### src/rtl/pwm_capture_if.sv
// pwm_capture_if: PWM line and measurement results of the pwm_capture block.
//   pwm_in        asynchronous PWM line being measured
//   duty          high time of the last complete period, in clk cycles (W bits)
//   period        length of the last complete period, in clk cycles (W bits)
//   sample_valid  one-cycle pulse when duty/period update
//   stuck_high    level: line held high for the timeout
//   stuck_low     level: line held low for the timeout
//   locked        level: at least one valid sample since idle/stuck
// master: owner of the PWM line and consumer of results; slave: pwm_capture.
interface pwm_capture_if #(
  parameter int unsigned W = 12
);
  logic         pwm_in;
  logic [W-1:0] duty;
  logic [W-1:0] period;
  logic         sample_valid;
  logic         stuck_high;
  logic         stuck_low;
  logic         locked;

  modport master (
    output pwm_in,
    input  duty, period, sample_valid, stuck_high, stuck_low, locked
  );

  modport slave (
    input  pwm_in,
    output duty, period, sample_valid, stuck_high, stuck_low, locked
  );
endinterface

### src/rtl/pwm_capture.sv
// pwm_capture: measures high time and period of an external PWM waveform in
// clk cycles and flags a line stuck high or stuck low.
// Ports:
//   clk   single clock, all state on posedge
//   rst   asynchronous active-high reset
//   bus   pwm_capture_if.slave: pwm_in in; duty, period, sample_valid,
//         stuck_high, stuck_low, locked out (all registered)
// Optional glitch filter: define PWM_CAPTURE_FILTER_EN. The synchronized line
// then has to hold a new value for FILTER_DEPTH cycles before it is believed.
module pwm_capture #(
  parameter int unsigned PWM_INTERVAL   = 1800,
  parameter int unsigned TIMEOUT_CYCLES = 2 * PWM_INTERVAL,
  parameter int unsigned FILTER_DEPTH   = 3
) (
  input  logic         clk,
  input  logic         rst,
  pwm_capture_if.slave bus
);
  localparam int unsigned W = $clog2(TIMEOUT_CYCLES + 1);

  localparam logic [W-1:0] CNT_ONE  = W'(1);
  localparam logic [W-1:0] CNT_LAST = W'(TIMEOUT_CYCLES - 1);
  localparam logic [W-1:0] CNT_MAX  = W'(TIMEOUT_CYCLES);

  // Reject parameter sets that would make the counters or filter meaningless
  if (TIMEOUT_CYCLES < 2 || FILTER_DEPTH < 1) begin : g_bad_params
    $error("pwm_capture: TIMEOUT_CYCLES must be >= 2 and FILTER_DEPTH >= 1");
  end

  typedef enum logic [1:0] {
    ST_IDLE  = 2'd0,
    ST_HIGH  = 2'd1,
    ST_LOW   = 2'd2,
    ST_STUCK = 2'd3
  } state_e;

  state_e       state_q, state_d;
  logic         sync1_q, sync1_d;
  logic         sync2_q, sync2_d;
  logic         lvl;
  logic         lvl_dly_q, lvl_dly_d;
  logic         rise, fall;
  logic [W-1:0] hcnt_q, hcnt_d;
  logic [W-1:0] lcnt_q, lcnt_d;
  logic [W-1:0] duty_q, duty_d;
  logic [W-1:0] period_q, period_d;
  logic         sample_valid_q, sample_valid_d;
  logic         stuck_high_q, stuck_high_d;
  logic         stuck_low_q, stuck_low_d;
  logic         locked_q, locked_d;
  // Set once a measurement has started from a rise; a sample needs a high
  // phase that was observed from its rising edge.
  logic         armed_q, armed_d;

  // Counters stop at the timeout value instead of wrapping
  function automatic logic [W-1:0] sat_inc(input logic [W-1:0] v);
    return (v == CNT_MAX) ? v : v + CNT_ONE;
  endfunction

`ifdef PWM_CAPTURE_FILTER_EN
  localparam int unsigned FW = (FILTER_DEPTH > 1) ? $clog2(FILTER_DEPTH) : 1;
  localparam logic [FW-1:0] FCNT_LAST = FW'(FILTER_DEPTH - 1);

  logic          filt_q, filt_d;
  logic [FW-1:0] fcnt_q, fcnt_d;

  // Glitch filter: follow the synchronized line only after it has differed
  // from the filtered value for FILTER_DEPTH consecutive cycles.
  always_comb begin
    filt_d = filt_q;
    fcnt_d = '0;
    if (sync2_q != filt_q) begin
      if (fcnt_q == FCNT_LAST) begin
        filt_d = sync2_q;
      end else begin
        fcnt_d = fcnt_q + FW'(1);
      end
    end
  end

  always_ff @(posedge clk or posedge rst) begin
    if (rst) begin
      filt_q <= 1'b0;
      fcnt_q <= '0;
    end else begin
      filt_q <= filt_d;
      fcnt_q <= fcnt_d;
    end
  end

  assign lvl = filt_q;
`else
  assign lvl = sync2_q;
`endif

  assign rise = lvl & ~lvl_dly_q;
  assign fall = ~lvl & lvl_dly_q;

  // Next-state and measurement logic
  always_comb begin
    sync1_d        = bus.pwm_in;
    sync2_d        = sync1_q;
    lvl_dly_d      = lvl;
    state_d        = state_q;
    hcnt_d         = hcnt_q;
    lcnt_d         = lcnt_q;
    duty_d         = duty_q;
    period_d       = period_q;
    sample_valid_d = 1'b0;
    stuck_high_d   = stuck_high_q;
    stuck_low_d    = stuck_low_q;
    locked_d       = locked_q;
    armed_d        = armed_q;

    case (state_q)
      ST_IDLE: begin
        if (rise) begin
          state_d = ST_HIGH;
          hcnt_d  = CNT_ONE;
          lcnt_d  = '0;
          armed_d = 1'b1;
        end else if (!lvl) begin
          lcnt_d = sat_inc(lcnt_q);
          if (lcnt_q == CNT_LAST) begin
            stuck_low_d = 1'b1;
            locked_d    = 1'b0;
            armed_d     = 1'b0;
            state_d     = ST_STUCK;
          end
        end
      end

      ST_HIGH: begin
        if (fall) begin
          state_d = ST_LOW;
          lcnt_d  = CNT_ONE;
        end else if (lvl) begin
          hcnt_d = sat_inc(hcnt_q);
          if (hcnt_q == CNT_LAST) begin
            stuck_high_d = 1'b1;
            locked_d     = 1'b0;
            armed_d      = 1'b0;
            state_d      = ST_STUCK;
          end
        end
      end

      ST_LOW: begin
        if (rise) begin
          // A rise closes the period only if its high phase was fully seen
          if (armed_q) begin
            duty_d         = hcnt_q;
            period_d       = W'(hcnt_q + lcnt_q);
            sample_valid_d = 1'b1;
            locked_d       = 1'b1;
          end
          armed_d = 1'b1;
          state_d = ST_HIGH;
          hcnt_d  = CNT_ONE;
          lcnt_d  = '0;
        end else if (!lvl) begin
          lcnt_d = sat_inc(lcnt_q);
          if (lcnt_q == CNT_LAST) begin
            stuck_low_d = 1'b1;
            locked_d    = 1'b0;
            armed_d     = 1'b0;
            state_d     = ST_STUCK;
          end
        end
      end

      ST_STUCK: begin
        // Any edge ends the stuck condition; a fall restarts mid-period,
        // so the following rise must not produce a sample.
        if (rise) begin
          stuck_high_d = 1'b0;
          stuck_low_d  = 1'b0;
          state_d      = ST_HIGH;
          hcnt_d       = CNT_ONE;
          lcnt_d       = '0;
          armed_d      = 1'b1;
        end else if (fall) begin
          stuck_high_d = 1'b0;
          stuck_low_d  = 1'b0;
          state_d      = ST_LOW;
          lcnt_d       = CNT_ONE;
          armed_d      = 1'b0;
        end
      end

      default: begin
        state_d = ST_IDLE;
      end
    endcase
  end

  // State and output registers
  always_ff @(posedge clk or posedge rst) begin
    if (rst) begin
      sync1_q        <= 1'b0;
      sync2_q        <= 1'b0;
      lvl_dly_q      <= 1'b0;
      state_q        <= ST_IDLE;
      hcnt_q         <= '0;
      lcnt_q         <= '0;
      duty_q         <= '0;
      period_q       <= '0;
      sample_valid_q <= 1'b0;
      stuck_high_q   <= 1'b0;
      stuck_low_q    <= 1'b0;
      locked_q       <= 1'b0;
      armed_q        <= 1'b0;
    end else begin
      sync1_q        <= sync1_d;
      sync2_q        <= sync2_d;
      lvl_dly_q      <= lvl_dly_d;
      state_q        <= state_d;
      hcnt_q         <= hcnt_d;
      lcnt_q         <= lcnt_d;
      duty_q         <= duty_d;
      period_q       <= period_d;
      sample_valid_q <= sample_valid_d;
      stuck_high_q   <= stuck_high_d;
      stuck_low_q    <= stuck_low_d;
      locked_q       <= locked_d;
      armed_q        <= armed_d;
    end
  end

  assign bus.duty         = duty_q;
  assign bus.period       = period_q;
  assign bus.sample_valid = sample_valid_q;
  assign bus.stuck_high   = stuck_high_q;
  assign bus.stuck_low    = stuck_low_q;
  assign bus.locked       = locked_q;

endmodule
### src/flat_wrapper.sv
// flat-port wrapper written by rule: the top's interface ports become plain ports
module pwm_capture_flat 
#(
  parameter int unsigned PWM_INTERVAL   = 1800,
  parameter int unsigned TIMEOUT_CYCLES = 2 * PWM_INTERVAL,
  parameter int unsigned FILTER_DEPTH   = 3
)
  (clk, rst, bus_pwm_in, bus_duty, bus_period, bus_sample_valid, bus_stuck_high, bus_stuck_low, bus_locked);
  pwm_capture_if bus_i ();
  input  logic clk;
  input  logic rst;
  input wire logic [$bits(bus_i.pwm_in)-1:0] bus_pwm_in;
  output wire logic [$bits(bus_i.duty)-1:0] bus_duty;
  output wire logic [$bits(bus_i.period)-1:0] bus_period;
  output wire logic [$bits(bus_i.sample_valid)-1:0] bus_sample_valid;
  output wire logic [$bits(bus_i.stuck_high)-1:0] bus_stuck_high;
  output wire logic [$bits(bus_i.stuck_low)-1:0] bus_stuck_low;
  output wire logic [$bits(bus_i.locked)-1:0] bus_locked;
  assign bus_i.pwm_in = bus_pwm_in;
  assign bus_duty = bus_i.duty;
  assign bus_period = bus_i.period;
  assign bus_sample_valid = bus_i.sample_valid;
  assign bus_stuck_high = bus_i.stuck_high;
  assign bus_stuck_low = bus_i.stuck_low;
  assign bus_locked = bus_i.locked;
  pwm_capture #(.PWM_INTERVAL(PWM_INTERVAL), .TIMEOUT_CYCLES(TIMEOUT_CYCLES), .FILTER_DEPTH(FILTER_DEPTH)) u_core (.clk(clk), .rst(rst), .bus(bus_i));
endmodule
### config.mk
export PLATFORM = sky130hd
export DESIGN_NAME = pwm_capture_flat
export DESIGN_NICKNAME = d
export VERILOG_FILES = /design/src/rtl/pwm_capture_if.sv /design/src/rtl/pwm_capture.sv /design/src/flat_wrapper.sv
export SDC_FILE = /design/constraint.sdc
export NUM_CORES = 1
export LEC_CHECK = 0
export CORE_UTILIZATION = 55
export CTS_CLUSTER_SIZE = 14
export DETAILED_ROUTE_END_ITERATION = 6
export DONT_BUFFER_PORTS = 1
export PLACE_DENSITY = 0.72
export SYNTH_ARGS = -nofsm -noshare
export SYNTH_HDL_FRONTEND = slang
export SYNTH_SLANG_ARGS = --single-unit
### constraint.sdc
create_clock -name clk -period 2.4 [get_ports clk]
set_input_delay 0.36 -clock clk [delete_from_list [all_inputs] [get_ports clk]]
set_output_delay 0.36 -clock clk [all_outputs]
set_load 0.05 [all_outputs]
==> results by group, run 1 <==
Run status
  • Status: complete, no violations

Min path
  • WHS Path Cells: 0
  • Min-delay src: bus_pwm_in
  • Hold Path Class: primary input to flop
  • Hold Crit Endpoint: u_core.sync1_q

Yosys
  • Synth Area per Inst: 9.04 um2
  • Yosys warns: 0
  • Syn nets: 405
  • Seq/Total Area, Yosys: 42.0%
  • Post-synth EDFFs: 0
  • Synth unique cells: 58
  • Most common flop cell mapped by yosys: dfrtp_1
  • Synthesized instance count: 382
  • Mapped cell area: 0.00345 mm2
  • Register bit count reported by yosys: 58
  • FFs w/ async S/R, synth: 100%

Worst setup path
  • Reg-to-Reg End: u_core.bus.period[8]
  • Worst R2R Setup Slack: 170 ps
  • Critical path type: flop to flop
  • WP data required: 2670 ps
  • R2R depth: 7
  • R2R Path Start: u_core.lcnt_q[0]
  • Worst setup EP type: flop
  • Crit path max fanout: 3
  • Crit start category: flop
  • Worst path arrival time: 2510 ps

Route
  • DR vias: 2836
  • Post-DRT Antenna Nets: 0
  • Drt total wl: 7.79 mm
  • Vias per Instance: 5.92
  • 1st-pass router iterations: 4
  • Starting DRT DRC Count: 238
  • Detailed-route wire length per cell: 16.3 um
  • DRC: 0

Clocking
  • Clk sinks: 58
  • Clock-pin slew on the worst setup and hold paths: 80 ps
  • CTS root buf: clkbuf_8
  • Post-CTS setup buffer count: 0
  • CTS Buffer Depth: 2
  • Clock latency on the worst-skew pair: 340 ps
  • CTS H-tree lvls: 3
  • CTS buffer count: 9
  • CTS tree: built

Pwr
  • P per Cell Area: 967 mW/mm2
  • Final Total Pwr: 3.74 mW
  • P_leak: 1.88 nW
  • Peak VDD IR: 0.000743 V

Placement
  • Hpwl dp: 5.67 mm
  • Routability Congestion: 0.875
  • IO buf count: 0

Floorplan
  • Die Y: 81.2 um
  • Core area: 0.00599 mm2
  • Die span in x: 81.2 um
  • Initial Utilization: 57.6%
  • Site Rows: 28
  • IO Pins: 31
  • Die ar.: 0.00660 mm2

Final layout
  • Area delta synth->final: 12.0%
  • Diode count: 0
  • Layout Nets: 422
  • Share of post-route cells with drive strength above 1: 10.6%
  • # fillers: 523

Timing
  • Slew HR: 62.9%
  • Fin. Hold Viols: 0
  • Final-report setup violation count: 0
  • RSZ-0062 raised after global routing: no
  • Final min period: 2230 ps
  • Sum Neg Setup Slack: 0 ps
  • Skew final: 9.71 ps
  • Peak Freq: 0.448 GHz
  • Number of slew-limit violations in the final report: 0
  • Tcrit/Tclk final: 92.9%
  • Worst Max-Slew Pin Slew: 556 ps

GRT
  • GRT Total Usage: 26.2%
  • Vias in the first global route: 2746
  • Largest net degree at the start of global routing: 36
  • Initial antenna violation count: 0
  • First-pass GRT wire length: 12.9 mm
  • GR Overflow Total: 0

Job
  • # Max-Cap Violations: 0
[cell usage after synthesis (3+ instances only)]
cell | count | area (um2)
o211ai_1 | 3 | 22.5
xnor2_1 | 8 | 70.1
nor3_1 | 8 | 40.0
and3_1 | 6 | 37.5
a21oi_1 | 11 | 55.1
nor4_1 | 6 | 37.5
xor2_1 | 8 | 70.1
ha_1 | 19 | 238
dfrtp_1 | 58 | 1450
nand2b_1 | 4 | 25.0
o21a_1 | 4 | 30.0
or3_1 | 3 | 18.8
nor3b_1 | 3 | 22.5
mux2i_1 | 3 | 30.0
o31ai_1 | 10 | 75.1
nand4_1 | 5 | 31.3
clkbuf_1 | 9 | 33.8
o21ai_0 | 29 | 145
nand2_1 | 64 | 240
nor2_1 | 22 | 82.6
a211oi_1 | 3 | 22.5
nand3_1 | 14 | 70.1
o21bai_1 | 4 | 30.0
a21o_1 | 8 | 60.1
a22o_1 | 5 | 43.8
nor2b_1 | 6 | 37.5
inv_1 | 17 | 63.8
[layout make-up]
cell class / count / area (um2) / area share [%]
inverter: 17 / 63.8 / 1.65
clock buffer: 9 / 124 / 3.20
timing repair buffer: 19 / 158 / 4.08
sequential: 58 / 1450 / 37.5
tap: 75 / 93.8 / 2.43
clock inverter: 7 / 103 / 2.65
multi-input combinational: 294 / 1870 / 48.5
[routing by layer]
layer  vias up  part of all wire, %  track usage, %
li1       1401                    -               -
met1      1336                   46            35.0
met2        91                   47            40.4
met3         8                  6.0            5.96
met4         0                  1.4            11.6
met5         -                    0               0
[critical path: stages, from the launching register on]
cell and delay [ps]:
dfrtp_1 390, ha_1 250, fa_1 470, a21o_1 190
nand4_1 120, a21boi_0 160, or4_1 490, nand3_1 90
[cells by family after synthesis]
logic type,Yosys count,synth area share (%)
DFF,58,42.0
xor gates and xnor gates,16,4.06
adders and majority gates,20,7.47
muxes,4,1.20
buffers and inverters,30,3.66
and+or+nand+nor,161,23.7
AOI/OAI and AO/OA,93,17.8
[cells in the final DEF (no fill, tap or decap), types with 4 or more instances in the layout]
cell      count
a21oi_1      11
nor3_1        8
o21a_1        4
inv_1        16
nor2b_1       6
buf_4        17
ha_1         19
nand3_1      14
nand4_1       5
nor2_1       22
a22o_1        5
o31ai_1      10
o21bai_1      4
clkbuf_8      9
nand2_1      64
xnor2_1       8
a21o_1        8
dfrtp_1      58
xor2_1        8
nor4_1        6
and3_1        6
nand2b_1      4
o21ai_0      29
[how the worst max path moves through the flow]
| stage | startpoint | end |
|---|---|---|
| after floorplan | u_core.lcnt_q[0] | u_core.bus.period[8] |
| after global placement | u_core.lcnt_q[0] | u_core.bus.period[8] |
| after detailed placement | u_core.lcnt_q[0] | u_core.bus.period[8] |
| after CTS | u_core.lcnt_q[0] | u_core.bus.period[8] |
| after global routing | u_core.lcnt_q[0] | u_core.bus.period[8] |
| final | u_core.lcnt_q[0] | u_core.bus.period[8] |
[power by group]
group,total (mW),internal (mW),switching (mW),leakage (nW)
Sequential,1.54,1.12,0.415,0.776
Combinational,1.18,0.518,0.659,0.997
Clock,1.03,0.593,0.436,0.110
[through the flow]
stage          util [%]  area, um2  instances  hold slack, ps  setup WS (ps)
2_1_floorplan         -       3450        382             331            277
3_3_place_gp       60.6       3630        462             314            259
3_5_place_dp       60.6       3630        462             324            190
4_1_cts            64.6       3870        479            27.9            182
5_1_grt            64.6       3870        479            25.9           9.87
6_report           64.6       3870        479            43.4            169
[registers in the layout, summed over array words and instances, names as in the netlist, 2 cells and up]
name               count
u_core.bus.duty       12
u_core.bus.period     12
u_core.hcnt_q         12
u_core.lcnt_q         12
u_core.state_q         2
[repair_timing]
| action | CTS | global route |
|---|---|---|
| hold buffers | 1 | 0 |
| resized for setup | 0 | 0 |
| endpoints found under the hold margin | 23 | 0 |
Power figures use the tool's default switching activity.
==> run 2: changes to the inputs <==
--- a/config.mk
+++ b/config.mk
@@ -9,7 +9,8 @@
 export CTS_CLUSTER_SIZE = 14
 export DETAILED_ROUTE_END_ITERATION = 6
 export DONT_BUFFER_PORTS = 1
-export PLACE_DENSITY = 0.72
+export GPL_ROUTABILITY_DRIVEN = 1
+export PLACE_DENSITY = 0.7
 export SYNTH_ARGS = -nofsm -noshare
 export SYNTH_HDL_FRONTEND = slang
 export SYNTH_SLANG_ARGS = --single-unit
==> run 2 against run 1 <==
Against the previous run: fmax is 2.1% lower; critical path depth did not move; clock skew about the same; power decreased by 0.80%; wire length is 3.3% lower; worst setup slack got worse by 47 ps; critical endpoint unchanged; via count increased by 0.14%; highest routed layer unchanged.
==> results by group, run 2 (synthesis results as in run 1) <==
Run status
  • Status: complete, no violations (unchanged)

Pwr
  • Peak VDD IR: 0.000797 V (was 0.000743 V)
  • P per Cell Area: 962 mW/mm2 (was 967 mW/mm2)
  • P_leak: 1.88 nW (about the same)
  • Sequential fraction of design power: 41.1% (was 41.0%)
  • Switching Share: 39.9% (was 40.4%)
  • Internal: 2.23 mW (about the same)
  • Final Total Pwr: 3.71 mW (was 3.74 mW)
  • Gate power share: 32.3% (was 31.5%)
  • Clock network fraction of total power: 26.6% (was 27.5%)
  • Switch Pwr: 1.48 mW (was 1.51 mW)

Route
  • Detailed-route wire length per cell: 15.7 um (was 16.3 um)
  • 1st-pass router iterations: 5 (was 4)
  • Drt total wl: 7.54 mm (was 7.79 mm)
  • DR vias: 2840 (was 2836)
  • Post-DRT Antenna Nets: 0 (unchanged)
  • Starting DRT DRC Count: 197 (was 238)
  • Vias per Instance: 5.92 (about the same)
  • DRC: 0 (unchanged)

Final layout
  • Area delta synth->final: 11.7% (was 12.0%)
  • Most frequent cells in the layout: nand2_1 (64), dfrtp_1 (58), o21ai_0 (29) (unchanged)
  • Share of post-route cells with drive strength above 1: 11.1% (was 10.6%)
  • # fillers: 498 (was 523)
  • Layout Nets: 423 (was 422)
  • Final Non-Filler Cells: 480 (was 479)
  • Most common cell after layout, fill and taps aside: nand2_1 (unchanged)
  • Finished Core Util: 64.4% (was 64.6%)
  • Diode count: 0 (unchanged)

Floorplan
  • Die ar.: 0.00660 mm2 (unchanged)
  • Core area: 0.00599 mm2 (unchanged)
  • IO Pins: 31 (unchanged)
  • Die Y: 81.2 um (unchanged)
  • Initial Utilization: 57.6% (unchanged)
  • Site Rows: 28 (unchanged)
  • Die span in x: 81.2 um (unchanged)

Worst setup path
  • Slowest-stage cell, CP: or4_1 (unchanged)
  • Worst R2R Setup Slack: 120 ps (was 170 ps)
  • CP peak stage delay: 500 ps (was 490 ps)
  • Worst setup EP type: flop (unchanged)
  • Crit start category: flop (unchanged)
  • CP top delay family: simple AND/OR/NAND/NOR gates (was adder cells)
  • WP data required: 2680 ps (was 2670 ps)
  • Crit path max fanout: 6 (was 3)
  • Critical path type: flop to flop (unchanged)
  • CP Cell Sequence: ha_2 > fa_1 > a21o_1 > nand4_1 > a21boi_0 > or4_1 > nand3_1 (was ha_1 > fa_1 > a21o_1 > nand4_1 > a21boi_0 > or4_1 > nand3_1)
  • Critical path buffers and inverters: 0 (unchanged)
  • R2R depth: 7 (unchanged)
  • R2R Path Start: u_core.lcnt_q[0] (unchanged)
  • Worst path arrival time: 2560 ps (was 2510 ps)
  • Reg-to-Reg End: u_core.bus.period[8] (unchanged)

Clocking
  • CTS Buffer Depth: 2 (unchanged)
  • CTS buffer count: 9 (unchanged)
  • CTS root buf: clkbuf_8 (unchanged)
  • CTS tree: built (unchanged)
  • CTS H-tree lvls: 3 (unchanged)
  • Clock-pin slew on the worst setup and hold paths: 70 ps (was 80 ps)
  • Clk sinks: 58 (unchanged)
  • Clock latency on the worst-skew pair: 340 ps (about the same)

Timing
  • Fin. Hold Viols: 0 (unchanged)
  • Worst Max-Slew Pin Slew: 521 ps (was 556 ps)
  • Final-report setup violation count: 0 (unchanged)
  • Peak Freq: 0.439 GHz (was 0.448 GHz)
  • Skew final: 9.25 ps (was 9.71 ps)
  • Final setup margin: 122 ps (was 169 ps)
  • RSZ-0062 raised after global routing: no (unchanged)
  • Final min period: 2280 ps (was 2230 ps)
  • Sum Neg Setup Slack: 0 ps (unchanged)
  • Slew HR: 65.0% (was 62.9%)
  • Number of slew-limit violations in the final report: 0 (unchanged)
  • Tcrit/Tclk final: 94.9% (was 92.9%)

Min path
  • Hold Crit Endpoint: u_core.sync1_q (unchanged)
  • WHS Path Cells: 0 (unchanged)
  • Min-delay src: bus_pwm_in (unchanged)
  • Hold Path Class: primary input to flop (unchanged)

GRT
  • Largest net degree at the start of global routing: 45 (was 36)
  • GRT Total Usage: 25.1% (was 26.2%)
  • Vias in the first global route: 2621 (was 2746)
  • First-pass GRT wire length: 12.5 mm (was 12.9 mm)
  • Initial antenna violation count: 0 (unchanged)
  • GR Overflow Total: 0 (unchanged)

Placement
  • Setup slack at placement: 114 ps (was 190 ps)
  • IO buf count: 0 (unchanged)
  • Placed Cells: 463 (was 462)
  • Hpwl dp: 5.54 mm (was 5.67 mm)
  • Routability Congestion: 0.870 (was 0.875)

Job
  • # Max-Cap Violations: 0 (unchanged)
==> run 2: repair_timing <==
| item | 4_1_cts | 5_1_grt |
|---|---|---|
| hold endpoints to repair | 23 | 0 |
| resized for setup | 0 | 1 |
| hold buffers | 1 | 0 |
| setup endpoints to repair | 0 | 1 |
| buffers inserted | 0 | 0 |
==> run 2: layout make-up <==
type / count / area [um2] / share of cell area (%)
multi-input cells: 294 / 1880 / 48.7
flip-flops and latches: 58 / 1450 / 37.6
repair buffers: 20 / 153 / 3.96
clock buffers: 9 / 124 / 3.21
clock inverters: 7 / 93.8 / 2.43
well taps: 75 / 93.8 / 2.43
inverters: 17 / 63.8 / 1.65
==> run 2: per-layer routing <==
metal  GRT usage (%)  share of wire (%)
met3            3.48                3.3
met5               0                  0
met4            11.4                2.2
met1            36.0                 50
met2            37.3                 45
==> run 2: how the worst max path moves through the flow <==
stage                      from              endpoint  slack [ps]  depth (start not counted)
2_1_floorplan  u_core.lcnt_q[0]  u_core.bus.period[8]         280                          7
4_1_cts        u_core.lcnt_q[0]  u_core.bus.period[8]         110                          7
3_5_place_dp   u_core.lcnt_q[0]  u_core.bus.period[8]         110                          7
5_1_grt        u_core.lcnt_q[0]  u_core.bus.period[8]          20                          7
3_3_place_gp   u_core.lcnt_q[0]  u_core.bus.period[8]         180                          7
6_report       u_core.lcnt_q[0]  u_core.bus.period[8]         120                          7
==> run 2: power groups by stage <==
stage	clock network, mW	registers [mW]	logic, mW
after floorplan	0	1.53	0.854
after global placement	0	1.54	1.15
after detailed placement	0	1.55	1.18
after CTS	1.00	1.53	1.20
after global routing	1.04	1.55	1.36
final	0.988	1.53	1.20
==> run 2: through the flow <==
stage               area, um2  hold WS (ps)
detailed placement       3630           317
finish                   3860          49.4
floorplan                3450           331
global route             3860          39.8
global placement         3630           316
CTS                      3850          42.9
==> run 3: changes to the inputs <==
--- a/config.mk
+++ b/config.mk
@@ -10,7 +10,7 @@
 export DETAILED_ROUTE_END_ITERATION = 6
 export DONT_BUFFER_PORTS = 1
 export GPL_ROUTABILITY_DRIVEN = 1
-export PLACE_DENSITY = 0.7
+export PLACE_DENSITY = 0.76
 export SYNTH_ARGS = -nofsm -noshare
 export SYNTH_HDL_FRONTEND = slang
 export SYNTH_SLANG_ARGS = --single-unit
==> constraint.sdc (replaced) <==
create_clock -name clk -period 2.8 [get_ports clk]
set_input_delay 0.42 -clock clk [delete_from_list [all_inputs] [get_ports clk]]
set_output_delay 0.42 -clock clk [all_outputs]
set_load 0.05 [all_outputs]
==> run 3 against run 2 <==
Against the previous run: utilization is 1.9 points lower; die area did not move; sequential power fell by 12%; power shrank 16%; final cell count decreased by 3.3%; critical endpoint is now u_core.lcnt_q[11]; combinational power down 26%.
==> results by group, run 3 (synthesis results as in run 1) <==
Min path
  • Hold Crit Endpoint: u_core.sync1_q (unchanged)
  • Hold Path Class: primary input to flop (unchanged)
  • WHS Path Cells: 0 (unchanged)
  • Min-delay src: bus_pwm_in (unchanged)

Clocking
  • Clock latency on the worst-skew pair: 350 ps (was 340 ps)
  • CTS tree: built (unchanged)
  • CTS Buffer Depth: 2 (unchanged)
  • Clock-pin slew on the worst setup and hold paths: 70 ps (about the same)
  • Hold_buf cts: 0 (was 1)
  • Post-CTS setup buffer count: 0 (unchanged)
  • CTS resizes: 0 (unchanged)
  • CTS root buf: clkbuf_8 (unchanged)
  • CTS buffer count: 9 (unchanged)
  • CTS H-tree lvls: 3 (unchanged)
  • Clk sinks: 58 (unchanged)

Final layout
  • Share of post-route cells with drive strength above 1: 7.46% (was 11.1%)
  • Area delta synth->final: 8.34% (was 11.7%)
  • Layout Nets: 407 (was 423)
  • Diode count: 0 (unchanged)
  • Most frequent cells in the layout: nand2_1 (64), dfrtp_1 (58), o21ai_0 (29) (unchanged)
  • # fillers: 484 (was 498)
  • Finished Core Util: 62.4% (was 64.4%)
  • Most common cell after layout, fill and taps aside: nand2_1 (unchanged)
  • Area occupied by multi-input gates: 0.00187 mm2 (was 0.00188 mm2)
  • Final Cell Area: 0.00374 mm2 (was 0.00386 mm2)
  • Final Non-Filler Cells: 464 (was 480)
  • Reg area: 0.00145 mm2 (unchanged)

Run status
  • Status: complete, no violations (unchanged)

Route
  • DRC: 0 (unchanged)
  • 1st-pass router iterations: 4 (was 5)
  • DR vias: 2784 (was 2840)
  • Drt total wl: 7.39 mm (was 7.54 mm)
  • Detailed-route wire length per cell: 15.9 um (was 15.7 um)
  • Post-DRT Antenna Nets: 0 (unchanged)
  • Starting DRT DRC Count: 202 (was 197)
  • Vias per Instance: 6.00 (was 5.92)

Timing
  • Peak Freq: 0.425 GHz (was 0.439 GHz)
  • Final setup margin: 450 ps (was 122 ps)
  • Final-report setup violation count: 0 (unchanged)
  • Sum Neg Setup Slack: 0 ps (unchanged)
  • Worst Max-Slew Pin Slew: 906 ps (was 521 ps)
  • Slew HR: 39.5% (was 65.0%)
  • Skew final: 7.76 ps (was 9.25 ps)
  • Final min period: 2350 ps (was 2280 ps)
  • Tcrit/Tclk final: 83.9% (was 94.9%)
  • Fin. Hold Viols: 0 (unchanged)
  • WHS: 95.7 ps (was 49.4 ps)
  • RSZ-0062 raised after global routing: no (unchanged)
  • Number of slew-limit violations in the final report: 0 (unchanged)

Worst setup path
  • Critical path type: flop to flop (unchanged)
  • Worst R2R Setup Slack: 450 ps (was 120 ps)
  • Reg-to-Reg End: u_core.lcnt_q[11] (was u_core.bus.period[8])
  • Worst setup EP type: flop (unchanged)
  • R2R Path Start: u_core.state_q[0] (was u_core.lcnt_q[0])
  • WP data required: 3070 ps (was 2680 ps)
  • Crit start category: flop (unchanged)
  • Crit path max fanout: 10 (was 6)
  • R2R depth: 7 (unchanged)
  • Worst path arrival time: 2620 ps (was 2560 ps)

Floorplan
  • IO Pins: 31 (unchanged)
  • Die Y: 81.2 um (unchanged)
  • Core area: 0.00599 mm2 (unchanged)
  • Initial Utilization: 57.6% (unchanged)
  • Die span in x: 81.2 um (unchanged)
  • Die ar.: 0.00660 mm2 (unchanged)
  • Site Rows: 28 (unchanged)

GRT
  • Initial antenna violation count: 0 (unchanged)
  • First-pass GRT wire length: 12.0 mm (was 12.5 mm)
  • GR Overflow Total: 0 (unchanged)
  • Vias in the first global route: 2489 (was 2621)
  • GRT Total Usage: 24.7% (was 25.1%)
  • Largest net degree at the start of global routing: 45 (unchanged)

Pwr
  • P_leak: 1.80 nW (was 1.88 nW)
  • Peak VDD IR: 0.000539 V (was 0.000797 V)
  • Final Total Pwr: 3.10 mW (was 3.71 mW)
  • P per Cell Area: 829 mW/mm2 (was 962 mW/mm2)

Placement
  • Routability Congestion: 0.858 (was 0.870)
  • Placed Cells: 448 (was 463)
  • Hpwl dp: 5.22 mm (was 5.54 mm)
  • Setup slack at placement: 481 ps (was 114 ps)
  • IO buf count: 0 (unchanged)
  • Dpl cell area: 0.00351 mm2 (was 0.00363 mm2)

Job
  • # Max-Cap Violations: 0 (unchanged)
-- run 3: cell count changes in the layout (fill, tap and decap cells not counted) --
cell and delta:
clkinv_4 +2, ha_1 +1, clkinvlp_4 -1, ha_2 -1
inv_6 +1, buf_4 -15, dlygate4sd3_1 -1, clkinv_2 -2
-- run 3: cell type report --
class / instances / area share (%)
inverter: 17 / 1.71
multi-input combinational: 294 / 50.1
sequential: 58 / 38.8
clock buffer: 9 / 3.31
timing repair buffer: 4 / 0.803
tap: 75 / 2.51
clock inverter: 7 / 2.74
-- run 3: layer usage --
metal | global-route usage, % | routed length [um]
met1 | 32.1 | 3490
met2 | 38.6 | 3450
met3 | 7.08 | 350
met4 | 9.46 | 97
met5 | 0 | 0
-- run 3: worst max-delay path by stage --
| stage | start | endpoint | slack (ps) | depth (start not counted) |
|---|---|---|---|---|
| 2_1_floorplan | u_core.lcnt_q[0] | u_core.bus.period[8] | 680 | 7 |
| 3_3_place_gp | u_core.state_q[0] | u_core.lcnt_q[11] | 550 | 7 |
| 3_5_place_dp | u_core.state_q[0] | u_core.lcnt_q[11] | 480 | 7 |
| 4_1_cts | u_core.state_q[0] | u_core.lcnt_q[11] | 460 | 7 |
| 5_1_grt | u_core.state_q[1] | u_core.hcnt_q[2] | 260 | 7 |
| 6_report | u_core.state_q[0] | u_core.lcnt_q[11] | 450 | 7 |
-- run 3: critical path: stages (launching register included) --
cell	delay, ps
dfrtp_1	430
inv_1	100
ha_1	290
nor2_1	100
or3_1	510
or3_4	420
or3_1	340
o21ai_0	70
-- run 3: report_power, final --
group	switching (mW)	internal (mW)	total [mW]
Combinational	0.516	0.366	0.883
Clock	0.369	0.508	0.876
Sequential	0.380	0.961	1.34
